==> src/rtl/switch_debounce.sv <==
// Switch-bus conditioner: two-flop synchronizer, slow sample tick, and per-bit
// stability counters. Produces a clean bus plus one-cycle rise/fall/change strobes.
module switch_debounce #(
  parameter int WIDTH          = 18,
  parameter int SAMPLE_DIV     = 50000,
  parameter int STABLE_SAMPLES = 4
) (
  input  logic             CLOCK_50_I,
  input  logic             RESETN_I,
  input  logic [WIDTH-1:0] SWITCH_I,
  output logic [WIDTH-1:0] SWITCH_O,
  output logic [WIDTH-1:0] RISE_O,
  output logic [WIDTH-1:0] FALL_O,
  output logic             CHANGE_O,
  output logic             TICK_O
);

  localparam int DIV_W = (SAMPLE_DIV > 1) ? $clog2(SAMPLE_DIV) : 1;
  localparam int CNT_W = (STABLE_SAMPLES > 0) ? $clog2(STABLE_SAMPLES + 1) : 1;
  localparam logic [DIV_W-1:0] DIV_LAST = DIV_W'(SAMPLE_DIV - 1);
  localparam logic [CNT_W-1:0] CNT_LAST = CNT_W'(STABLE_SAMPLES - 1);

  logic [DIV_W-1:0]            div_cnt_q, div_cnt_d;
  logic                        tick_q, tick_d;
  logic [WIDTH-1:0]            sync1_q, sync2_q;
  logic [WIDTH-1:0][CNT_W-1:0] cnt_q, cnt_d;
  logic [WIDTH-1:0]            sw_q, sw_d;
  logic [WIDTH-1:0]            rise_q, rise_d;
  logic [WIDTH-1:0]            fall_q, fall_d;
  logic                        change_q, change_d;

  // The tick flop is loaded from the next divider value so it is high exactly
  // while div_cnt_q sits at its last count, yet stays a clean register output.
  always_comb begin
    div_cnt_d = div_cnt_q;
    if (div_cnt_q == DIV_LAST) begin
      div_cnt_d = '0;
    end else begin
      div_cnt_d = div_cnt_q + DIV_W'(1'b1);
    end
    tick_d = (div_cnt_d == DIV_LAST);
  end

  // Per-bit qualification: any sample at the accepted level restarts the count.
  always_comb begin
    sw_d   = sw_q;
    cnt_d  = cnt_q;
    rise_d = '0;
    fall_d = '0;
    for (int i = 0; i < WIDTH; i++) begin
      if (!tick_q) begin
        cnt_d[i] = cnt_q[i];
      end else if (sync2_q[i] == sw_q[i]) begin
        cnt_d[i] = '0;
      end else if (cnt_q[i] == CNT_LAST) begin
        sw_d[i]   = sync2_q[i];
        cnt_d[i]  = '0;
        rise_d[i] = sync2_q[i];
        fall_d[i] = ~sync2_q[i];
      end else begin
        cnt_d[i] = cnt_q[i] + CNT_W'(1'b1);
      end
    end
    change_d = (|rise_d) | (|fall_d);
  end

  // State register with asynchronous clear of every flop.
  always_ff @(posedge CLOCK_50_I or negedge RESETN_I) begin
    if (!RESETN_I) begin
      div_cnt_q <= '0;
      tick_q    <= 1'b0;
      sync1_q   <= '0;
      sync2_q   <= '0;
      cnt_q     <= '0;
      sw_q      <= '0;
      rise_q    <= '0;
      fall_q    <= '0;
      change_q  <= 1'b0;
    end else begin
      div_cnt_q <= div_cnt_d;
      tick_q    <= tick_d;
      sync1_q   <= SWITCH_I;
      sync2_q   <= sync1_q;
      cnt_q     <= cnt_d;
      sw_q      <= sw_d;
      rise_q    <= rise_d;
      fall_q    <= fall_d;
      change_q  <= change_d;
    end
  end

  assign SWITCH_O = sw_q;
  assign RISE_O   = rise_q;
  assign FALL_O   = fall_q;
  assign CHANGE_O = change_q;
  assign TICK_O   = tick_q;

endmodule

==> config.mk <==
export PLATFORM = sky130hd
export DESIGN_NAME = switch_debounce
export DESIGN_NICKNAME = d
export VERILOG_FILES = /design/src/rtl/switch_debounce.sv
export SDC_FILE = /design/constraint.sdc
export NUM_CORES = 1
export LEC_CHECK = 0
export ABC_AREA = 1
export ABC_CLOCK_PERIOD_IN_PS = 1490
export BUFFER_PORTS_ARGS = -buffer_cell sky130_fd_sc_hd__buf_2
export CORE_UTILIZATION = 52
export CTS_CLUSTER_SIZE = 14
export DETAILED_ROUTE_END_ITERATION = 10
export MAX_ROUTING_LAYER = met4
export PLACE_DENSITY = 0.75
export SETUP_SLACK_MARGIN = 0.3
export SYNTH_ARGS = -nofsm -noshare
export SYNTH_HDL_FRONTEND = slang
export SYNTH_SLANG_ARGS = --single-unit
export TNS_END_PERCENT = 1
==> constraint.sdc <==
create_clock -name CLOCK_50_I -period 1.49 [get_ports CLOCK_50_I]
set_input_delay 0.0745 -clock CLOCK_50_I [delete_from_list [all_inputs] [get_ports CLOCK_50_I]]
set_output_delay 0.0745 -clock CLOCK_50_I [all_outputs]
set_load 0.05 [all_outputs]
==> results of run 1 <==
## per-layer routing
metal,track usage,routed length [um]
met1,0.285,6220
met2,0.400,7660
met3,0.0643,641
met4,0.0805,261
met5,-,0
## cells in the mapped netlist, drive strengths merged
master and instances:
a22o 8, and2 1, o31ai 2, o21a 15, ha 20, nor2 88
buf 9, nand3 16, o21bai 2, xor2 4, nand4 37, nand2 111
dfrtp 162, o21ai 20, clkbuf 2, and3 1, or2 2, inv 133
a21boi 2, a32o 11, nor3 6, a21oi 18, xnor2 15
## metrics by stage
stage / hold WS, ps / cells / setup slack [ps] / instance area (um2) / total power [mW]
detailed placement: 84.9 / 945 / -65.7 / 7490 / 4.74
global route: 234 / 1000 / -206 / 8820 / 9.15
finish: 222 / 1000 / -71.8 / 8820 / 8.85
global placement: 86.8 / 945 / -35.5 / 7490 / 4.73
CTS: 228 / 997 / -49.8 / 8520 / 8.91
floorplan: -221 / 685 / 61.3 / 6690 / 4.60
## state kept, by name, summed over array words and instances (netlist names)
name	count
sync1_q	18
div_cnt_q	16
cnt_q	54
FALL_O	18
CHANGE_O	1
TICK_O	1
sync2_q	18
RISE_O	18
SWITCH_O	18
## area by class of cell
class / count / area (um2) / area share
clock buffers: 23 / 488 / 0.0553
clock inverters: 9 / 78.8 / 0.00894
inverters: 133 / 504 / 0.0572
multi-input cells: 379 / 2530 / 0.287
flip-flops and latches: 162 / 4060 / 0.461
well taps: 172 / 215 / 0.0244
repair buffers: 122 / 942 / 0.107
## final timing paths
kind                       slack (ps)  cells past startpoint          from           to
max                               -70                     11  div_cnt_q[0]       TICK_O
min                               220                      3      RESETN_I    cnt_q[38]
min reg2reg                       350                      0    sync1_q[6]   sync2_q[6]
max in group asynchronous         900                      3      RESETN_I       TICK_O
max reg2reg                       -70                     11  div_cnt_q[0]       TICK_O
min in group CLOCK_50_I           300                      2  SWITCH_I[15]  sync1_q[15]
## worst max-delay path, cell delays in order, from the launching register on
cell and delay (ps):
dfrtp_1 410, buf_4 160, inv_2 70, ha_1 140, inv_1 40, nor2_1 150, nand2_1 70, nor2_1 130
nand3_2 80, nor2_1 100, nand2_1 50, nor2_1 90
## cells by family (layout without fill, tap and decap cells)
family | after synthesis | after routing | share of synthesized area
xor gates and xnor gates | 19 | 19 | 0.0249
AOI/OAI and AO/OA | 78 | 78 | 0.0790
and+or+nand+nor | 262 | 262 | 0.170
DFF | 162 | 162 | 0.607
adders and majority gates | 20 | 20 | 0.0375
buffers and inverters | 144 | 287 | 0.0818
## power by group through the flow
stage               clock network (mW)  logic, mW  registers (mW)
global route                      4.40      0.266            4.49
global placement                     0      0.174            4.56
floorplan                            0     0.0421            4.55
finish                            4.13      0.237            4.49
detailed placement                   0      0.181            4.56
CTS                               4.19      0.232            4.48
## timing repair
| action | CTS | global route |
|---|---|---|
| cloned | 0 | 0 |
| buffers inserted | 1 | 3 |
| setup endpoints to repair | 80 | 80 |
| gates resized for setup | 85 | 111 |
| hold buffers | 19 | 0 |
| endpoints found under the hold margin | 180 | 0 |
| pin swaps | 26 | 85 |
==> results.toml, run 1 <==
[timing]
finalCriticalPeriod_ps = 1560
maxSlewHeadroom = 0.723
setup_violations = 2
setup_slack_ps = -71.8
period_share = 1.05
slew_viol_final = 0
tightest_slew_ps = 412
finClkSkew_ps = 5.94
rsz0062_at_grt = "yes"
final.setup.tns_ps = -91.8
max_clock_freq_ghz = 0.640
hold_violations = 0

[floorplanning]
coreArea_mm2 = 0.0126
die_y_um = 115
start_util = 0.532
io_pins = 76
die_w_um = 115
dieArea_mm2 = 0.0133
placementRows = 41

[route]
drt_iter0_drc = 425
wl_per_cell_um = 14.8
via_per_inst = 5.07
num_vias = 5069
drc = 0
routed_wl_um = 14800
firstDrtPassIters = 5
drtAntennaViolNets = 0

[status]
failed_checks = "negative setup slack"
status = "complete, but fails checks"

[critical_path]
arrival_ps = 1900
path_max_fanout = 3
critical_path_required_ps = 1830
critPathKind = "register to register"
cp-start-kind = "register"
end_kind = "register"

[final_layout]
final_common_cell = "dfrtp_1"
area_growth_pct = 32.0
final_cell_mix = "156 x dfrtp_1, 101 x inv_1, 99 x nand2_1"
post-route-util = 0.702
antennaDiodeCount = 0
nNetsFinal = 855
fillerInstances = 867
drive_above_1_share = 0.321

[power_and_ir_drop]
power_density_mw_per_mm2 = 1000
leakagePower_nw = 4.57
pwr-share-seq = 0.507
p_int_mw = 7.01
power_frac_clock = 0.466
vdd_drop_max_v = 0.000658
switching_share = 0.208
pwr-share-comb = 0.027
switching_power_mw = 1.84

[clock_tree]
worstSkewPairLatency_ps = 420
htreeDepth = 4
cts_root_buffer = "clkbuf_16"
clkSlewWorstSetupHoldPaths_ps = 60
cts_tree = "yes"
clock_path_buffers = 2
cts_inserted_buffers = 17
cts_sinks = 162

[logic_synthesis]
ys_types = 28
netlist_top_cells_area = "dfrtp_1 61%, inv_1 7.4%, nand2_1 6.2%, nor2_1 4.8%, ha_1 3.7%"
synth_top_area_share = 0.607
mappedNetlistNets = 725
ys_seq_area_frac = 0.607
syn_area_mm2 = 0.00668
ys_ff_latch = 162
postSynthAreaPerCell_um2 = 9.75
synth_top_area_cell = "dfrtp_1"
synth_warnings = 0
syn_inst = 685

[flow_run]
timing.max_cap.violations = 0

[grt]
antenna_found_initial = 0
gr-total-overflow = 0
track_usage = 0.241
grt_pass1_wl_um = 23800
grt_max_degree = 72
grt_pass1_vias = 5130

[place]
io_buffers = 75
dp_hpwl_um = 9650
place_congestion = 0.858

[worst_hold_path]
hold_path.class = "input port to asynchronous set/reset pin"
(Power assumes the default switching activity.)
==> run 2: changes to the inputs <==
--- a/config.mk
+++ b/config.mk
@@ -8,11 +8,13 @@
 export ABC_AREA = 1
 export ABC_CLOCK_PERIOD_IN_PS = 1490
 export BUFFER_PORTS_ARGS = -buffer_cell sky130_fd_sc_hd__buf_2
-export CORE_UTILIZATION = 52
+export CELL_PAD_IN_SITES_DETAIL_PLACEMENT = 0
+export CELL_PAD_IN_SITES_GLOBAL_PLACEMENT = 2
+export CORE_UTILIZATION = 33
 export CTS_CLUSTER_SIZE = 14
 export DETAILED_ROUTE_END_ITERATION = 10
 export MAX_ROUTING_LAYER = met4
-export PLACE_DENSITY = 0.75
+export PLACE_DENSITY_LB_ADDON = 0.1
 export SETUP_SLACK_MARGIN = 0.3
 export SYNTH_ARGS = -nofsm -noshare
 export SYNTH_HDL_FRONTEND = slang
==> run 2 against run 1 <==
The run still ends with negative setup slack left. Combinational power decreased by 5%. Clock skew increased by 4.7 ps. Die area increased by 56%. Critical endpoint is now CHANGE_O.
==> results.toml, run 2 (synthesized netlist as in run 1, its figures left out) <==
[grt]
gr-total-overflow = 0
track_usage = 0.161
antenna_found_initial = 0
grt_pass1_wl_um = 24700
grt_pass1_vias = 5061
grt_max_degree = 46

[flow_run]
timing.max_cap.violations = 0

[final_layout]
antennaDiodeCount = 0
largest_reg_flops = 54
nNetsFinal = 880
area_growth_pct = 32.7
final_cell_mix = "158 x dfrtp_1, 126 x inv_1, 104 x nand2_1"
largest_register = "cnt_q"
drive_above_1_share = 0.269
fillerInstances = 1962
final_common_cell = "dfrtp_1"

[power_and_ir_drop]
total_power_mw = 9.10
leakagePower_nw = 4.71
switching_power_mw = 1.95
switching_share = 0.215
vdd_drop_max_v = 0.000672
pwr-share-seq = 0.492
power_density_mw_per_mm2 = 1030
pwr-share-comb = 0.025
p_int_mw = 7.14
power_frac_clock = 0.483

[clock_tree]
worstSkewPairLatency_ps = 420
clkSlewWorstSetupHoldPaths_ps = 60
cts_inserted_buffers = 17
htreeDepth = 4
cts_tree = "yes"
clock_path_buffers = 2
cts_sinks = 162
cts_root_buffer = "clkbuf_16"

[floorplanning]
start_util = 0.340
dieArea_mm2 = 0.0208
die_y_um = 144
coreArea_mm2 = 0.0197
die_w_um = 144
io_pins = 76
placementRows = 51

[critical_path]
path_max_fanout = 3
cp-start-kind = "register"
critical_path_required_ps = 1770
critPathKind = "register to register"
end_kind = "register"
arrival_ps = 1820

[worst_hold_path]
hold_path.class = "input port to asynchronous set/reset pin"

[route]
firstDrtPassIters = 4
drt_iter0_drc = 173
num_vias = 4962
routed_wl_um = 14700
via_per_inst = 4.44
drc = 0
wl_per_cell_um = 13.1
drtAntennaViolNets = 0

[timing]
slew_viol_final = 0
max_clock_freq_ghz = 0.648
tightest_slew_ps = 454
setup_violations = 2
maxSlewHeadroom = 0.697
setup_slack_ps = -52.8
finClkSkew_ps = 10.6
hold_violations = 0
period_share = 1.04
finalCriticalPeriod_ps = 1540
rsz0062_at_grt = "yes"

[place]
pre_cts_slack_ps = -261
dp_hpwl_um = 10500
place_congestion = 0.745
io_buffers = 75

[status]
failed_checks = "negative setup slack"
status = "complete, but fails checks"
run 2: cell count changes in the layout (fill, tap and decap cells not counted), moves of 7 or more:
cell / before / now
o21ai_1: 8 / 1
a21oi_1: 8 / 18
nor2_2: 13 / 32
o21ai_0: 8 / 18
inv_1: 101 / 126
a21oi_2: 10 / 0
buf_4: 31 / 57
inv_2: 31 / 6
nor2_4: 27 / 6
ha_1: 8 / 15
run 2: critical path: stages (launching register included):
cell	delay, ps
dfrtp_1	400
ha_1	200
inv_1	80
nor2_2	50
nand4_1	90
inv_1	80
nor3_2	210
nand2_2	110
nor2_2	90
nand3_1	90
run 2: area by class of cell:
cell class | count | area, um2 | share of cell area
Sequential cell | 162 | 4060 | 0.458
Multi-Input combinational cell | 379 | 2270 | 0.256
Timing Repair Buffer | 147 | 1110 | 0.125
Inverter | 133 | 504 | 0.0569
Clock buffer | 20 | 467 | 0.0526
Tap cell | 265 | 332 | 0.0374
Clock inverter | 11 | 126 | 0.0143
run 2: repair_timing:
item / CTS / global route
resized for setup: 54 / 48
hold endpoints to repair: 153 / 0
cloned: 0 / 0
hold buffers: 19 / 0
buffers inserted: 2 / 1
setup endpoints to repair: 93 / 112
pin swaps: 16 / 17
run 2: per-stage QoR:
stage / TNS [ps] / hold slack (ps) / std cells / util / cell area, um2
floorplan: 0 / -221 / 685 / - / 6690
global placement: -414 / 39.9 / 1064 / 0.396 / 7770
detailed placement: -323 / 47.7 / 1064 / 0.396 / 7770
CTS: -113 / 164 / 1116 / 0.444 / 8720
global route: -341 / 190 / 1117 / 0.451 / 8870
finish: -66.7 / 155 / 1117 / 0.451 / 8870
run 2: routing by layer:
layer,up-vias,track usage,routed length [um]
li1,2487,-,-
met1,2388,0.201,6950
met2,69,0.260,7110
met3,18,0.0354,420
met4,0,0.0532,191
met5,-,-,0
run 2: final timing paths:
| check | startpoint | cells past startpoint | end | slack [ps] |
|---|---|---|---|---|
| min in group CLOCK_50_I | SWITCH_I[10] | 2 | sync1_q[10] | 290 |
| setup / recovery | cnt_q[48] | 9 | CHANGE_O | -50 |
| hold reg to reg | sync1_q[6] | 0 | sync2_q[6] | 350 |
| hold / removal | RESETN_I | 2 | cnt_q[33] | 160 |
| max in group asynchronous | RESETN_I | 3 | div_cnt_q[4] | 750 |
| setup reg to reg | cnt_q[48] | 9 | CHANGE_O | -50 |
run 2: power groups by stage:
stage,sequential (mW),combinational [mW],clock [mW]
floorplan,4.55,0.0421,0
global placement,4.56,0.188,0
detailed placement,4.56,0.192,0
CTS,4.48,0.234,4.53
global route,4.48,0.262,4.72
finish,4.48,0.224,4.40
